$ cat config.mk
export PLATFORM = sky130hd
export DESIGN_NAME = count_pwm_gen
export DESIGN_NICKNAME = d
export VERILOG_FILES = /design/src/rtl/count_pwm_gen.sv
export SDC_FILE = /design/constraint.sdc
export NUM_CORES = 1
export LEC_CHECK = 0
export ABC_AREA = 1
export BUFFER_PORTS_ARGS = -buffer_cell sky130_fd_sc_hd__buf_2
export CORE_MARGIN = 3
export CORE_UTILIZATION = 49
export DETAILED_ROUTE_END_ITERATION = 10
export GPL_TIMING_DRIVEN = 0
export PLACE_DENSITY = 0.74
export SYNTH_ARGS = -nofsm -noshare
export SYNTH_HDL_FRONTEND = slang
export SYNTH_SLANG_ARGS = --single-unit
$ cat constraint.sdc
create_clock -name clk -period 2.3 [get_ports clk]
set_clock_uncertainty 0.15 [all_clocks]
set_input_delay 0.23 -clock clk [delete_from_list [all_inputs] [get_ports clk]]
set_output_delay 0.23 -clock clk [all_outputs]
set_load 0.02 [all_outputs]
$ cat src/rtl/count_pwm_gen.sv
// count_pwm_gen: PWM generator driven by an external free-running up counter.
// The duty value is loaded through a valid/ready handshake. A loaded value
// takes effect only at a counter wrap, so no PWM period is ever cut short.
// The block also watches the count stream for illegal jumps.
module count_pwm_gen #(
  parameter int unsigned WIDTH        = 6,
  parameter int unsigned DEFAULT_DUTY = 0
) (
  input  logic             clk,
  input  logic             rst,
  input  logic [WIDTH-1:0] count_in,
  input  logic             en,
  input  logic [WIDTH:0]   duty_in,
  input  logic             duty_valid,
  output logic             duty_ready,
  output logic             pwm_out,
  output logic             wrap_pulse,
  output logic [7:0]       wrap_cnt,
  output logic             seq_err
);

  localparam int unsigned DW     = WIDTH + 1;
  localparam int unsigned CW     = 8;
  localparam int unsigned FULL_I = 1 << WIDTH;

  localparam logic [DW-1:0]    FULL_DUTY = DW'(FULL_I);
  localparam logic [DW-1:0]    RST_DUTY  = (DEFAULT_DUTY > FULL_I) ? FULL_DUTY : DW'(DEFAULT_DUTY);
  localparam logic [WIDTH-1:0] CNT_MAX   = {WIDTH{1'b1}};

  // Classification of the incoming count relative to the previous one.
  typedef enum logic [2:0] {
    C_NONE   = 3'd0,
    C_WRAP   = 3'd1,
    C_STEP   = 3'd2,
    C_RESYNC = 3'd3,
    C_ERROR  = 3'd4
  } cls_t;

  // The pending-duty slot is either empty or holds a value waiting for a wrap.
  typedef enum logic {
    S_EMPTY = 1'b0,
    S_PEND  = 1'b1
  } pend_state_t;

  logic [WIDTH-1:0] prev_cnt;
  logic             prev_valid;
  cls_t             cls_c;
  logic             wrap_c;
  logic             err_c;

  pend_state_t      state;
  pend_state_t      state_nxt;
  logic [DW-1:0]    pending_duty;
  logic [DW-1:0]    pending_nxt;
  logic [DW-1:0]    active_duty;
  logic [DW-1:0]    active_nxt;
  logic [DW-1:0]    eff_duty_c;
  logic [DW-1:0]    sat_duty_c;
  logic             accept_c;

  // History of the count stream, used for sequence classification.
  always_ff @(posedge clk) begin
    if (rst) begin
      prev_cnt   <= '0;
      prev_valid <= 1'b0;
    end else begin
      prev_cnt   <= count_in;
      prev_valid <= 1'b1;
    end
  end

  // Classify this cycle's count. Nothing is classified until history exists.
  always_comb begin
    cls_c = C_NONE;
    if (prev_valid) begin
      if (prev_cnt == CNT_MAX && count_in == '0) begin
        cls_c = C_WRAP;
      end else if (count_in == prev_cnt ||
                   (prev_cnt != CNT_MAX && count_in == prev_cnt + WIDTH'(1))) begin
        cls_c = C_STEP;
      end else if (count_in == '0) begin
        cls_c = C_RESYNC;
      end else begin
        cls_c = C_ERROR;
      end
    end
  end

  assign wrap_c = (cls_c == C_WRAP);
  assign err_c  = (cls_c == C_ERROR);

  // Clamp requested duty to a full period.
  assign sat_duty_c = (duty_in > FULL_DUTY) ? FULL_DUTY : duty_in;
  assign accept_c   = duty_valid && duty_ready;

  // Pending-slot state register.
  always_ff @(posedge clk) begin
    if (rst) begin
      state <= S_EMPTY;
    end else begin
      state <= state_nxt;
    end
  end

  // Pending-slot next state, duty selection and the compare duty for this cycle.
  always_comb begin
    state_nxt   = state;
    pending_nxt = pending_duty;
    active_nxt  = active_duty;
    eff_duty_c  = active_duty;
    case (state)
      S_EMPTY: begin
        // A new duty accepted on a wrap cycle waits for the next wrap.
        if (accept_c) begin
          pending_nxt = sat_duty_c;
          state_nxt   = S_PEND;
        end
      end
      S_PEND: begin
        // Apply at the boundary. The wrap cycle already compares against the new duty.
        if (wrap_c) begin
          active_nxt = pending_duty;
          eff_duty_c = pending_duty;
          state_nxt  = S_EMPTY;
        end
      end
      default: begin
        state_nxt = S_EMPTY;
      end
    endcase
  end

  // Duty registers. duty_ready is registered from the next pending state.
  always_ff @(posedge clk) begin
    if (rst) begin
      pending_duty <= '0;
      active_duty  <= RST_DUTY;
      duty_ready   <= 1'b1;
    end else begin
      pending_duty <= pending_nxt;
      active_duty  <= active_nxt;
      duty_ready   <= (state_nxt == S_EMPTY);
    end
  end

  // Registered PWM, wrap pulse, wrap tally and sticky sequence error.
  always_ff @(posedge clk) begin
    if (rst) begin
      pwm_out    <= 1'b0;
      wrap_pulse <= 1'b0;
      wrap_cnt   <= '0;
      seq_err    <= 1'b0;
    end else begin
      pwm_out    <= en && ({1'b0, count_in} < eff_duty_c);
      wrap_pulse <= wrap_c;
      wrap_cnt   <= wrap_cnt + CW'(wrap_c);
      seq_err    <= seq_err | err_c;
    end
  end

endmodule

After elaboration in Yosys (flattened, before gate mapping):

Cells that the tools add are included.

* bits in registers: 34
* output and inout bits: 12

* $add $sub $neg: 2
* magnitude comparators: 2
* equality and inequality tests: 6
* multiplexer cells: 11
* bitwise gates (word level): 3
* reduce and logical (&&, ||, !) cells: 7

Operator list (count)
* two-way mux 7 bit: 3
* equality test 6 bit: 2
* two-way mux 3 bit: 4
* adder 8 x 1 -> 8 bit: 1
* greater-than comparator 7 bit, second input constant: 1
* < comparator 6 x 7 -> 1 bit: 1
* adder 6 x 1 -> 6 bit, second input constant: 1
* equality test 6 bit, second input constant: 1
* zero test 6 bit: 1
* != test 6 bit, second input constant: 1
* logical AND 1 bit: 4
* equality test 3 x 1 -> 1 bit, second input constant: 1
* equality test 3 bit, second input constant: 1
* two-way mux 1 bit: 3
* NOT 1 bit: 2
* case mux 1 bit (2 select lines): 1
* AND reduction 2 bit: 1
* logical OR 1 bit: 1
* bitwise OR 1 bit: 1

Logic depth before layout (Yosys ltp):

Gate-level depths: netlist of the first run.

* depth in word-level cells: 12
* depth in mapped cells: 13
* mapped depth without buffers: 13

Worst setup path before layout of the first run:

OpenSTA, ideal clock, no wires.

* path kind: register to register
* from: register prev_cnt[0]
* to: register wrap_cnt[7]
* library setup time: 0.128 ns
* data arrival time: 1.831 ns
* data required time: 2.022 ns
* path slack: 0.191 ns
* stages on the path, launching flop included: 13
* buffers on the path: 0
* period minus slack after synthesis: 2.109 ns
* cell sequence: dfxtp_1 ha_1 nand3_4 nor3_4 nand2_1 inv_1 ha_1 nand3_1 nor3_1 nand2_1 nor2_1 xnor2_1 nor2_1

* longest elaborated chain between the ends: 9

RTL lines
* start: declaration: line 45 `logic [WIDTH-1:0] prev_cnt;`
* start signal: assignment: line 67 `prev_cnt <= count_in;`
* adder 6 x 1 -> 6 bit: line 79 `(prev_cnt != CNT_MAX && count_in == prev_cnt + WIDTH'(1))) begin`
* equality test 6 bit: line 79
* logical AND 1 bit: line 79
* logical OR 1 bit: line 78 `end else if (count_in == prev_cnt ||`
* two-way mux 3 bit: line 78
* two-way mux 3 bit *: line 76 `if (prev_cnt == CNT_MAX && count_in == '0) begin`
* two-way mux 3 bit *: line 75 `if (prev_valid) begin`
* equality test 3 x 1 -> 1 bit *: line 89 `assign wrap_c = (cls_c == C_WRAP);`
* named net wrap_c: line 48 `logic wrap_c;`
* adder 8 x 1 -> 8 bit *: line 156 `wrap_cnt <= wrap_cnt + CW'(wrap_c);`
* end signal: assignment: line 156
* end: declaration: line 18 `output logic [7:0] wrap_cnt,`

Mark *: on every way through the listed nets, which the timed path passes. The rest lies on a longest branch.
A chain may end at the register's enable or synchronous reset.

Final worst setup path of the first run:

* from: register prev_cnt[1]
* to: register pwm_out

* longest elaborated chain between the ends: 12

RTL lines
* adder 6 x 1 -> 6 bit: line 79
* equality test 6 bit: line 79
* logical AND 1 bit: line 79
* logical OR 1 bit: line 78
* two-way mux 3 bit: line 78
* two-way mux 3 bit *: line 76
* two-way mux 3 bit *: line 75
* equality test 3 x 1 -> 1 bit *: line 89
* two-way mux 7 bit *
* two-way mux 7 bit *: line 111 `case (state)`
* < comparator 6 x 7 -> 1 bit *: line 154 `pwm_out <= en && ({1'b0, count_in} < eff_duty_c);`
* logical AND 1 bit *: line 154
* end signal: assignment: line 154
* end: declaration: line 16 `output logic pwm_out,`

Every way passes the cells marked *; elsewhere a longest branch is shown, timed or not.

==> results of run 1 <==
==> logic make-up after synthesis <==
group | count (synthesis) | share of synthesized area (%)
buf+inv | 32 | 7.60
simple gates | 88 | 25.3
compound gates | 24 | 7.92
mux | 5 | 3.17
flops | 34 | 43.1
xor+xnor | 12 | 6.65
fa+ha+maj | 8 | 6.33
==> what timing repair did <==
| action | 4_1_cts | 5_1_grt |
|---|---|---|
| pin swaps | 2 | 8 |
| setup buffers | 3 | 9 |
| endpoints found under the setup margin | 4 | 4 |
| hold endpoints to repair | 8 | 0 |
| gates resized for setup | 9 | 14 |
| hold buffers | 8 | 0 |
==> through the flow <==
stage          worst slack (ns)  cells  area [µm²]  hold slack, ns
2_1_floorplan             0.191    203        1580           0.187
3_5_place_dp             -0.124    273        1770           0.286
6_report                  0.112    297        2070         0.00708
4_1_cts                 0.00791    292        1970        0.000784
3_3_place_gp            -0.0846    273        1770           0.286
5_1_grt                -0.00632    297        2070         0.00894
==> worst max-delay path, cell delays in order, from the launching register on <==
cell and delay [ns]:
dfxtp_4 0.38, ha_4 0.15, nand3_4 0.09, nor3_4 0.16, buf_6 0.14, nand3_4 0.15
mux2i_2 0.21, ha_1 0.30, nand2_1 0.06, inv_1 0.05, nand2_1 0.05, nand2_1 0.06
nand2_1 0.05, nand2_1 0.05, inv_1 0.04
==> final cells by class <==
type | count | area (µm²) | area share (%)
Tap cell | 42 | 52.6 | 2.54
Multi-Input combinational cell | 137 | 838 | 40.5
Sequential cell | 34 | 688 | 33.2
Timing Repair Buffer | 44 | 308 | 14.9
Buffer | 3 | 11.3 | 0.544
Clock buffer | 6 | 51.3 | 2.48
Clock inverter | 2 | 12.5 | 0.604
Inverter | 29 | 109 | 5.26
==> power by group <==
group	total [W]	switching [W]	internal, W
combinational	0.000142	0.0000795	0.0000629
clock	0.000345	0.000199	0.000147
sequential	0.000631	0.0000188	0.000612
==> cells in the final DEF, fill, tap and decap left out, drive strengths merged <==
| cell type | count |
|---|---|
| nand3 | 8 |
| o21ai | 9 |
| nand4 | 2 |
| a211oi | 1 |
| dfxtp | 34 |
| dlygate4sd3 | 4 |
| a21oi | 13 |
| nor4 | 1 |
| xor2 | 4 |
| xnor2 | 8 |
| nor2 | 40 |
| clkinvlp | 1 |
| clkbuf | 9 |
| o31ai | 1 |
| mux2i | 5 |
| dlymetal6s4s | 4 |
| ha | 8 |
| buf | 36 |
| inv | 28 |
| nor3 | 4 |
| nand2 | 33 |
| clkinv | 2 |
==> final timing paths <==
| kind | start | to | slack, ns | cells after the start |
|---|---|---|---|---|
| min | count_in[0] | prev_cnt[0] | 0.007 | 3 |
| min reg2reg | seq_err | seq_err | 0.30 | 2 |
| max | prev_cnt[1] | pwm_out | 0.11 | 14 |
| max reg2reg | prev_cnt[1] | pwm_out | 0.11 | 14 |
==> per-layer routing <==
layer / GRT usage [%] / share of wire, %
met1: 20.2 / 46
met2: 27.0 / 46
met3: 5.04 / 4.1
met4: 7.71 / 3.3
met5: 0 / 0
==> flip-flops by register name (all words and copies together) (netlist names) <==
signal	flops
seq_err	1
pending_duty	7
wrap_pulse	1
state	1
active_duty	7
prev_valid	1
wrap_cnt	8
pwm_out	1
prev_cnt	6
duty_ready	1
==> metrics.md, run 1 <==
| Metric | Value |
|---|---|
| Final estimated routing congestion in global placement | 0.796 |
| Number of storage elements in the synthesis netlist | 34 |
| PD cells | 540 mW/mm² |
| Die height | 62.8 µm |
| Launching element type of the critical path | register |
| Clock latency reported for the late side of the worst-skew pair | 0.33 ns |
| DRC violation count after routing | 0 |
| HPWL after detailed placement | 2.25 mm |
| Via density per instance | 4.68 |
| LEAKAGE | 0.993 nW |
| Overall overflow remaining after global route | 0 |
| CTS Sinks | 34 |
| Critical path capture point type | register |
| Data required time at the worst endpoint | 2.39 ns |
| Power, Total | 0.00112 W |
| Number of flops mapped to enable cells by yosys | 0 |
| Filler cell count | 247 |
| Max capacitance violation total | 0 |
| Run status | finished, final reports clean |
| Die Width | 62.8 µm |
| Standard-cell row count | 19 |
| Port Buffers | 28 |
| Clock tree from TritonCTS | done |
| Library cell with the largest summed area after synthesis | dfxtp_1 |
| CP arrival | 2.28 ns |
| Peak supply drop | 0.000462 V |
| Fin Setup TNS | 0 ns |
| H-tree levels | 2 |
| First-pass DRT Iterations | 5 |
| Average detailed-routed wire length per instance | 11.2 µm |
| Path category of the worst min-delay check | input pin to register |
| Share of synthesized area occupied by flip-flops and latches | 43.1% |
| Area growth, synth to finish | 31.0% |
| Clock transition at the register clock pins on the worst setup and hold paths after CTS | 0.10 ns |
| Area of the die | 0.00394 mm² |
| Cell with the most instances after synthesis | nor2_1 |
| Most used flip-flop cell after synthesis | dfxtp_1 |
| Share of post-route cells with drive strength above 1 | 25.1% |
| Number of cells produced by synthesis | 203 |
| Detail Route Antenna Nets | 0 |
| Upper clock frequency limit | 457 MHz |
| Fraction of registers with async set/reset | 0% |
| Worst Path Class, Setup | register to register |
| Part of the cycle the worst path needs | 95.1% |
| Setup-failing EPs final | 0 |
| Max Buffers Root-to-Sink | 2 |
| Starting density of the core | 54.5% |
| Post-route core utilization | 71.4% |
| Number of antenna violations at the first check in global routing | 0 |
| Synth warnings | 0 |
| I/O pin total | 29 |
| Vias post-DR | 1391 |
| Top cells by area, synth | dfxtp_1 (43%), nor2_1 (9.3%), nand2_1 (7.1%) |
| Final number of hold-violating endpoints | 0 |
| Total global routing track utilization | 16.7% |
| Crit path max fanout | 7 |
| Via count of the first global-routing pass | 1232 |
| Largest net degree at the start of global routing | 12 |
| Wire length of the first global-routing pass | 5.25 mm |
| Count of different cell masters after synthesis | 23 |
| Worst-Margin Slew | 0.471 ns |
| DRT Wirelength | 3.33 mm |
| Worst slew slack as a fraction of its limit | 68.6% |
| Antenna fix cells | 0 |
| Final slew viol count | 0 |
| Clock tree root driver cell | clkbuf_4 |
| Number of clock buffers inserted by TritonCTS | 5 |
| Total nets after synthesis | 228 |
| Core area | 0.00290 mm² |
| Commonest cells post-synth | nor2_1 (39), dfxtp_1 (34), nand2_1 (30), inv_1 (27), a21oi_1 (13) |
| Starting DRT DRC Count | 38 |
| Cell Area, Synth | 0.00158 mm² |
| Syn_area_per_cell | 7.78 µm² |
| Nets@finish | 279 |
| Min Clock Period, post-route | 2.19 ns |
| Proportion of netlist area held by the largest area contributor | 43.1% |
No activity file was read; power rests on OpenSTA's default activity.
==> run 2: changes to the inputs <==
--- a/config.mk
+++ b/config.mk
@@ -7,11 +7,12 @@
 export LEC_CHECK = 0
 export ABC_AREA = 1
 export BUFFER_PORTS_ARGS = -buffer_cell sky130_fd_sc_hd__buf_2
-export CORE_MARGIN = 3
-export CORE_UTILIZATION = 49
+export CELL_PAD_IN_SITES_DETAIL_PLACEMENT = 1
+export CELL_PAD_IN_SITES_GLOBAL_PLACEMENT = 1
+export CORE_UTILIZATION = 36
 export DETAILED_ROUTE_END_ITERATION = 10
 export GPL_TIMING_DRIVEN = 0
-export PLACE_DENSITY = 0.74
+export PLACE_DENSITY = 0.75
 export SYNTH_ARGS = -nofsm -noshare
 export SYNTH_HDL_FRONTEND = slang
 export SYNTH_SLANG_ARGS = --single-unit
==> metrics.md, run 2 (synthesized netlist as in run 1, its figures left out) <==
| Metric | Value |
|---|---|
| Run status | finished, final reports clean (unchanged) |
| Starting DRT DRC Count | 47 (was 38) |
| Largest register FFs | 8 (unchanged) |
| Final estimated routing congestion in global placement | 0.733 (was 0.796) |
| Clock tree root driver cell | clkbuf_8 (was clkbuf_4) |
| I/O pin total | 29 (unchanged) |
| Data required time at the worst endpoint | 2.34 ns (was 2.39 ns) |
| Switching power of the nets | 0.000342 W (was 0.000297 W) |
| Standard-cell row count | 23 (was 19) |
| Worst stage delay on the critical path | 0.38 ns (about the same) |
| Crit path max fanout | 7 (unchanged) |
| Worst-case reg-to-reg path depth | 14 (unchanged) |
| Setup repair after global routing missed its margin | yes |
| Wire length of the first global-routing pass | 5.64 mm (was 5.25 mm) |
| Filler cell count | 521 (was 247) |
| Average detailed-routed wire length per instance | 12.9 µm (was 11.2 µm) |
| Peak supply drop | 0.000368 V (was 0.000462 V) |
| Launching element type of the critical path | register (unchanged) |
| Area of the die | 0.00466 mm² (was 0.00394 mm²) |
| Clock latency reported for the late side of the worst-skew pair | 0.30 ns (was 0.33 ns) |
| Post-DP Area | 0.00178 mm² (was 0.00177 mm²) |
| CTS Sinks | 34 (unchanged) |
| Starting density of the core | 38.4% (was 54.5%) |
| Endpoint of the most critical register-to-register path | pwm_out (unchanged) |
| Vias post-DR | 1393 (was 1391) |
| Final Cell Area | 0.00204 mm² (was 0.00207 mm²) |
| Post-route core utilization | 49.5% (was 71.4%) |
| Largest net degree at the start of global routing | 13 (was 12) |
| Startpoint of the worst-slack reg-to-reg timing path | prev_cnt[1] (unchanged) |
| Hold Path End | pending_duty[4] (was prev_cnt[0]) |
| Worst Path Class, Setup | register to register (unchanged) |
| Internal power | 0.000992 W (was 0.000822 W) |
| Setup-failing EPs final | 0 (unchanged) |
| Die height | 68.3 µm (was 62.8 µm) |
| Final slew viol count | 0 (unchanged) |
| Worst slew slack as a fraction of its limit | 64.9% (was 68.6%) |
| Part of the total power dissipated in the clock network | 42.0% (was 30.9%) |
| Critical Path, Cell by Cell | ha_4, nand3_4, nor3_4, buf_6, nand3_4, mux2i_4, ha_4, nand2_1, inv_1, nand2_1, nand2_1, nand2_1, nand2_1, inv_1 (was ha_4, nand3_4, nor3_4, buf_6, nand3_4, mux2i_2, ha_1, nand2_1, inv_1, nand2_1, nand2_1, nand2_1, nand2_1, inv_1) |
| CP arrival | 2.24 ns (was 2.28 ns) |
| Power, Total | 0.00133 W (was 0.00112 W) |
| LEAKAGE | 0.937 nW (was 0.993 nW) |
| Largest register by flop count | wrap_cnt (unchanged) |
| Upper clock frequency limit | 455 MHz (was 457 MHz) |
| Standard cell with the maximum stage delay on the critical path | dfxtp_4 (unchanged) |
| WP buf/inv | 3 (unchanged) |
| Overall overflow remaining after global route | 0 (unchanged) |
| Switching share of total power | 25.6% (was 26.5%) |
| Area growth, synth to finish | 29.0% (was 31.0%) |
| HPWL after detailed placement | 2.66 mm (was 2.25 mm) |
| Flop pwr share | 47.3% (was 56.4%) |
| Critical path capture point type | register (unchanged) |
| Detail Route Antenna Nets | 0 (unchanged) |
| Antenna fix cells | 0 (unchanged) |
| Crit path max-delay family | simple AND/OR/NAND/NOR gates (unchanged) |
| Leading cell types in the layout, fill and taps excluded | nor2_1 (38), dfxtp_1 (32), nand2_1 (30) (was nor2_1 (37), dfxtp_1 (32), nand2_1 (29)) |
| Nets@finish | 270 (was 279) |
| Max Buffers Root-to-Sink | 2 (unchanged) |
| DRC violation count after routing | 0 (unchanged) |
| Number of antenna violations at the first check in global routing | 0 (unchanged) |
| Total global routing track utilization | 16.9% (was 16.7%) |
| Hold Crit Depth | 3 (unchanged) |
| Power share of the combinational group | 10.7% (was 12.7%) |
| Die Width | 68.3 µm (was 62.8 µm) |
| H-tree levels | 2 (unchanged) |
| Share of post-route cells with drive strength above 1 | 25.2% (was 25.1%) |
| Part of the cycle the worst path needs | 95.6% (was 95.1%) |
| Number of clock buffers inserted by TritonCTS | 5 (unchanged) |
| Path category of the worst min-delay check | input pin to register (unchanged) |
| # hold bufs at CTS | 0 (was 8) |
| Cell repeated most along the worst path | nand2_1 (unchanged) |
| Clock transition at the register clock pins on the worst setup and hold paths after CTS | 0.08 ns (was 0.10 ns) |
| Port Buffers | 28 (unchanged) |
| Via density per instance | 4.71 (was 4.68) |
| Min Clock Period, post-route | 2.20 ns (was 2.19 ns) |
| Biggest regs | wrap_cnt x8, active_duty x7, pending_duty x7 (unchanged) |
| DRT Wirelength | 3.82 mm (was 3.33 mm) |
| Core area | 0.00412 mm² (was 0.00290 mm²) |
| Max capacitance violation total | 0 (unchanged) |
| PD cells | 654 mW/mm² (was 540 mW/mm²) |
| Start point of the worst hold path | duty_in[4] (was count_in[0]) |
| Via count of the first global-routing pass | 1254 (was 1232) |
| Clock tree from TritonCTS | done (unchanged) |
| First-pass DRT Iterations | 4 (was 5) |
| Final number of hold-violating endpoints | 0 (unchanged) |
| Reg2reg setup slack | 0.10 ns (was 0.11 ns) |
| Worst-Margin Slew | 0.527 ns (was 0.471 ns) |
| Commonest non-fill, non-tap cell in the layout | nor2_1 (unchanged) |
## run 2: cell type report
cell class                      count  area [µm²]  area share, %
Multi-Input combinational cell    137         857           42.1
Sequential cell                    34         688           33.8
Tap cell                           50        62.6           3.07
Clock buffer                        5        68.8           3.38
Buffer                              3        11.3          0.552
Inverter                           29         109           5.34
Clock inverter                      3        45.0           2.21
Timing Repair Buffer               35         196           9.64
## run 2: power groups by stage
stage | clock (W) | sequential [W] | combinational (W)
floorplan | 0 | 0.000644 | 0.0000828
global placement | 0 | 0.000642 | 0.000130
detailed placement | 0 | 0.000643 | 0.000134
CTS | 0.000569 | 0.000631 | 0.000137
global route | 0.000602 | 0.000635 | 0.000163
finish | 0.000560 | 0.000631 | 0.000143
## run 2: worst max-delay path by stage
stage / startpoint / endpoint / depth (start not counted)
floorplan: prev_cnt[0] / wrap_cnt[7] / 12
global placement: prev_cnt[0] / wrap_cnt[7] / 12
detailed placement: prev_cnt[0] / wrap_cnt[7] / 12
CTS: prev_cnt[0] / pwm_out / 12
global route: prev_cnt[1] / pwm_out / 14
finish: prev_cnt[1] / pwm_out / 14
## run 2: timing repair
action                                  in CTS  in global routing
pin swaps                                    3                  2
buffers inserted                             5                  2
gates resized for setup                      8                  9
endpoints found under the setup margin       4                  3
## run 2: worst min-delay path: stages
cell	delay (ns)
buf_2	0.10
nand2_1	0.06
a21oi_1	0.05
## run 2: through the flow
stage | worst slack [ns] | TNS (ns) | cells | hold slack [ns]
CTS | 0.00473 | 0 | 294 | 0.0332
floorplan | 0.191 | 0 | 203 | 0.187
finish | 0.101 | 0 | 296 | 0.0402
global route | -0.0536 | -0.119 | 296 | 0.0381
global placement | -0.119 | -0.155 | 281 | 0.286
detailed placement | -0.186 | -0.338 | 281 | 0.303
## run 2: routing by layer
layer / global-route usage, % / vias to the layer above / share of wire [%]
met5: 0 / - / 0
met4: 7.81 / 0 / 3.1
met3: 5.50 / 10 / 3.8
met2: 27.2 / 26 / 47
met1: 20.2 / 631 / 46
li1: - / 726 / -
==> run 3: changes to the inputs <==
--- a/config.mk
+++ b/config.mk
@@ -5,14 +5,13 @@
 export SDC_FILE = /design/constraint.sdc
 export NUM_CORES = 1
 export LEC_CHECK = 0
-export ABC_AREA = 1
 export BUFFER_PORTS_ARGS = -buffer_cell sky130_fd_sc_hd__buf_2
 export CELL_PAD_IN_SITES_DETAIL_PLACEMENT = 1
 export CELL_PAD_IN_SITES_GLOBAL_PLACEMENT = 1
-export CORE_UTILIZATION = 36
+export CORE_UTILIZATION = 37
 export DETAILED_ROUTE_END_ITERATION = 10
 export GPL_TIMING_DRIVEN = 0
-export PLACE_DENSITY = 0.75
+export PLACE_DENSITY = 0.74
 export SYNTH_ARGS = -nofsm -noshare
 export SYNTH_HDL_FRONTEND = slang
 export SYNTH_SLANG_ARGS = --single-unit
==> constraint.sdc (replaced) <==
create_clock -name clk -period 2.3 [get_ports clk]
set_clock_uncertainty 0.15 [all_clocks]
set_input_delay 0.46 -clock clk [delete_from_list [all_inputs] [get_ports clk]]
set_output_delay 0.46 -clock clk [all_outputs]
set_load 0.02 [all_outputs]
==> metrics.md, run 3 <==
| Metric | Value |
|---|---|
| Run status | finished, violations left (was finished, final reports clean) |
| Violations in the final reports | setup timing |
| DRC violation count after routing | 0 (unchanged) |
| Count of different cell masters after synthesis | 32 (was 23) |
| Syn_area_per_cell | 9.62 µm² (was 7.78 µm²) |
| Average detailed-routed wire length per instance | 15.2 µm (was 12.9 µm) |
| Leading cell types in the layout, fill and taps excluded | dfxtp_1 (32), buf_2 (26), nor2_1 (23) (was nor2_1 (38), dfxtp_1 (32), nand2_1 (30)) |
| Port Buffers | 28 (unchanged) |
| Cell with the most instances after synthesis | dfxtp_1 (was nor2_1) |
| Part of the cycle the worst path needs | 130% (was 95.6%) |
| Library cell with the largest summed area after synthesis | dfxtp_1 (unchanged) |
| Standard cell with the maximum stage delay on the critical path | or4_4 (was dfxtp_4) |
| Antenna fix cells | 0 (unchanged) |
| Final Cell Area | 0.00203 mm² (was 0.00204 mm²) |
| LEAKAGE | 0.857 nW (was 0.937 nW) |
| Post-route core utilization | 53.5% (was 49.5%) |
| Via count of the first global-routing pass | 1392 (was 1254) |
| Final WS setup | -0.689 ns (was 0.101 ns) |
| Launching element type of the critical path | register (unchanged) |
| Max Buffers Root-to-Sink | 2 (unchanged) |
| Worst-Margin Slew | 0.501 ns (was 0.527 ns) |
| Synth warnings | 0 (unchanged) |
| Number of clock buffers inserted by TritonCTS | 5 (unchanged) |
| Final number of hold-violating endpoints | 0 (unchanged) |
| Largest net degree at the start of global routing | 11 (was 13) |
| Worst stage delay on the critical path | 0.52 ns (was 0.38 ns) |
| Starting density of the core | 40.0% (was 38.4%) |
| Clock tree root driver cell | clkbuf_8 (unchanged) |
| Cell Area, Synth | 0.00152 mm² (was 0.00158 mm²) |
| Commonest cells post-synth | dfxtp_1 (34), nor2_1 (23), a21oi_1 (10), mux2i_1 (9), xor2_1 (9) (was nor2_1 (39), dfxtp_1 (34), nand2_1 (30), inv_1 (27), a21oi_1 (13)) |
| Total global routing track utilization | 19.6% (was 16.9%) |
| Nets@finish | 232 (was 270) |
| Data required time at the worst endpoint | 2.38 ns (was 2.34 ns) |
| Final slew viol count | 0 (unchanged) |
| Top cells by area, synth | dfxtp_1 (45%), ha_1 (6.6%), mux2i_1 (5.9%) (was dfxtp_1 (43%), nor2_1 (9.3%), nand2_1 (7.1%)) |
| Core area | 0.00380 mm² (was 0.00412 mm²) |
| Clock latency reported for the late side of the worst-skew pair | 0.28 ns (was 0.30 ns) |
| Area growth, synth to finish | 33.6% (was 29.0%) |
| Biggest regs | wrap_cnt x8, active_duty x7, pending_duty x7 (unchanged) |
| Most used flip-flop cell after synthesis | dfxtp_1 (unchanged) |
| Overall overflow remaining after global route | 0 (unchanged) |
| Post-Place Setup Slack | -1.11 ns (was -0.186 ns) |
| Die Width | 66.1 µm (was 68.3 µm) |
| Die height | 66.1 µm (was 68.3 µm) |
| Post-route insts no fill | 255 (was 296) |
| Worst slew slack as a fraction of its limit | 66.6% (was 64.9%) |
| Peak supply drop | 0.000291 V (was 0.000368 V) |
| Number of cells produced by synthesis | 158 (was 203) |
| I/O pin total | 29 (unchanged) |
| PD cells | 582 mW/mm² (was 654 mW/mm²) |
| Detail Route Antenna Nets | 0 (unchanged) |
| Setup repair after global routing missed its margin | yes (unchanged) |
| Post-DP Area | 0.00173 mm² (was 0.00178 mm²) |
| HPWL after detailed placement | 2.64 mm (was 2.66 mm) |
| Final estimated routing congestion in global placement | 0.856 (was 0.733) |
| Crit path max-delay family | simple AND/OR/NAND/NOR gates (unchanged) |
| Share of post-route cells with drive strength above 1 | 33.3% (was 25.2%) |
| Worst Path Class, Setup | register to register (unchanged) |
| WP buf/inv | 1 (was 3) |
| Upper clock frequency limit | 335 MHz (was 455 MHz) |
| Clock transition at the register clock pins on the worst setup and hold paths after CTS | 0.07 ns (was 0.08 ns) |
| Share of synthesized area occupied by flip-flops and latches | 44.8% (was 43.1%) |
| Area of the die | 0.00437 mm² (was 0.00466 mm²) |
| Via density per instance | 5.13 (was 4.71) |
| Path category of the worst min-delay check | input pin to register (unchanged) |
| Number of flops mapped to enable cells by yosys | 0 (unchanged) |
| First-pass DRT Iterations | 4 (unchanged) |
| H-tree levels | 2 (unchanged) |
| Placed insts | 234 (was 281) |
| Wire length of the first global-routing pass | 6.38 mm (was 5.64 mm) |
| Fraction of registers with async set/reset | 0% (unchanged) |
| Number of storage elements in the synthesis netlist | 34 (unchanged) |
| Commonest non-fill, non-tap cell in the layout | dfxtp_1 (was nor2_1) |
| Largest register by flop count | wrap_cnt (unchanged) |
| Number of antenna violations at the first check in global routing | 0 (unchanged) |
| Total nets after synthesis | 183 (was 228) |
| Crit path max fanout | 6 (was 7) |
| Starting DRT DRC Count | 45 (was 47) |
| Clock tree from TritonCTS | done (unchanged) |
| Critical Path, Cell by Cell | ha_4, and3_4, and3_4, and4_1, buf_6, mux2i_4, ha_4, or4_4, a221oi_4, a21oi_2, mux2i_1, o211a_1 (was ha_4, nand3_4, nor3_4, buf_6, nand3_4, mux2i_4, ha_4, nand2_1, inv_1, nand2_1, nand2_1, nand2_1, nand2_1, inv_1) |
| Proportion of netlist area held by the largest area contributor | 44.8% (was 43.1%) |
| DRT Wirelength | 3.87 mm (was 3.82 mm) |
| Min Clock Period, post-route | 2.99 ns (was 2.20 ns) |
| Standard-cell row count | 22 (was 23) |
| CP arrival | 3.06 ns (was 2.24 ns) |
| Max capacitance violation total | 0 (unchanged) |
| CTS Sinks | 34 (unchanged) |
| Vias post-DR | 1307 (was 1393) |
| Critical path capture point type | register (unchanged) |
| Setup-failing EPs final | 1 (was 0) |
| Largest register FFs | 8 (unchanged) |
-- run 3: cells by family (layout without fill, tap and decap cells) --
family / after synthesis / count (layout) / synth area share (%)
simple gates: 62 / 62 / 22.1
fa+ha+maj: 8 / 8 / 6.58
buf+inv: 8 / 57 / 2.55
compound gates: 21 / 21 / 8.89
mux: 9 / 9 / 5.93
xor+xnor: 16 / 16 / 9.22
flops: 34 / 34 / 44.8
-- run 3: power breakdown --
part | leakage, nW | internal [W] | switching (W)
Combinational | 0.535 | 0.0000695 | 0.0000794
Sequential | 0.279 | 0.000606 | 0.0000142
Clock | 0.0438 | 0.000203 | 0.000208
-- run 3: metrics by stage --
stage	power (W)	hold slack, ns	TNS [ns]
2_1_floorplan	0.000709	0.307	-0.691
3_3_place_gp	0.000751	0.307	-2.33
3_5_place_dp	0.000759	0.315	-2.55
4_1_cts	0.00118	0.250	-0.813
5_1_grt	0.00124	0.267	-1.04
6_report	0.00118	0.261	-0.689
-- run 3: layout make-up --
| class | instances | area [µm²] |
|---|---|---|
| inverter | 2 | 7.51 |
| buffer | 6 | 31.3 |
| clock buffer | 5 | 68.8 |
| fill | 435 | 1770 |
| sequential | 34 | 688 |
| timing repair buffer | 42 | 268 |
| tap | 48 | 60.1 |
| multi-input combinational | 116 | 897 |
| clock inverter | 2 | 10.0 |
-- run 3: final timing paths --
kind	slack (ns)	depth (start not counted)	startpoint	end
worst max-delay path	-0.69	12	prev_cnt[0]	pwm_out
worst min-delay path	0.26	2	rst	prev_cnt[5]
worst max register to register	-0.69	12	prev_cnt[0]	pwm_out
worst min register to register	0.33	1	seq_err	seq_err
-- run 3: timing repair --
| item | 4_1_cts | 5_1_grt |
|---|---|---|
| setup buffers | 8 | 6 |
| endpoints found under the setup margin | 2 | 8 |
| gates resized for setup | 25 | 3 |
| hold buffers | 0 | 0 |
| pin swaps | 8 | 5 |
-- run 3: layer usage --
| layer | routed length [µm] | global-route usage [%] |
|---|---|---|
| met3 | 129 | 4.66 |
| met1 | 1730 | 21.7 |
| met2 | 1970 | 36.6 |
| met5 | 0 | 0 |
| met4 | 44 | 5.59 |
-- run 3: worst reg2reg max path, stage by stage (launching register included) --
cell and delay (ns):
dfxtp_4 0.36, ha_4 0.17, and3_4 0.18, and3_4 0.19, and4_1 0.20, buf_6 0.14
mux2i_4 0.20, ha_4 0.17, or4_4 0.52, a221oi_4 0.26, a21oi_2 0.10, mux2i_1 0.14
o211a_1 0.15
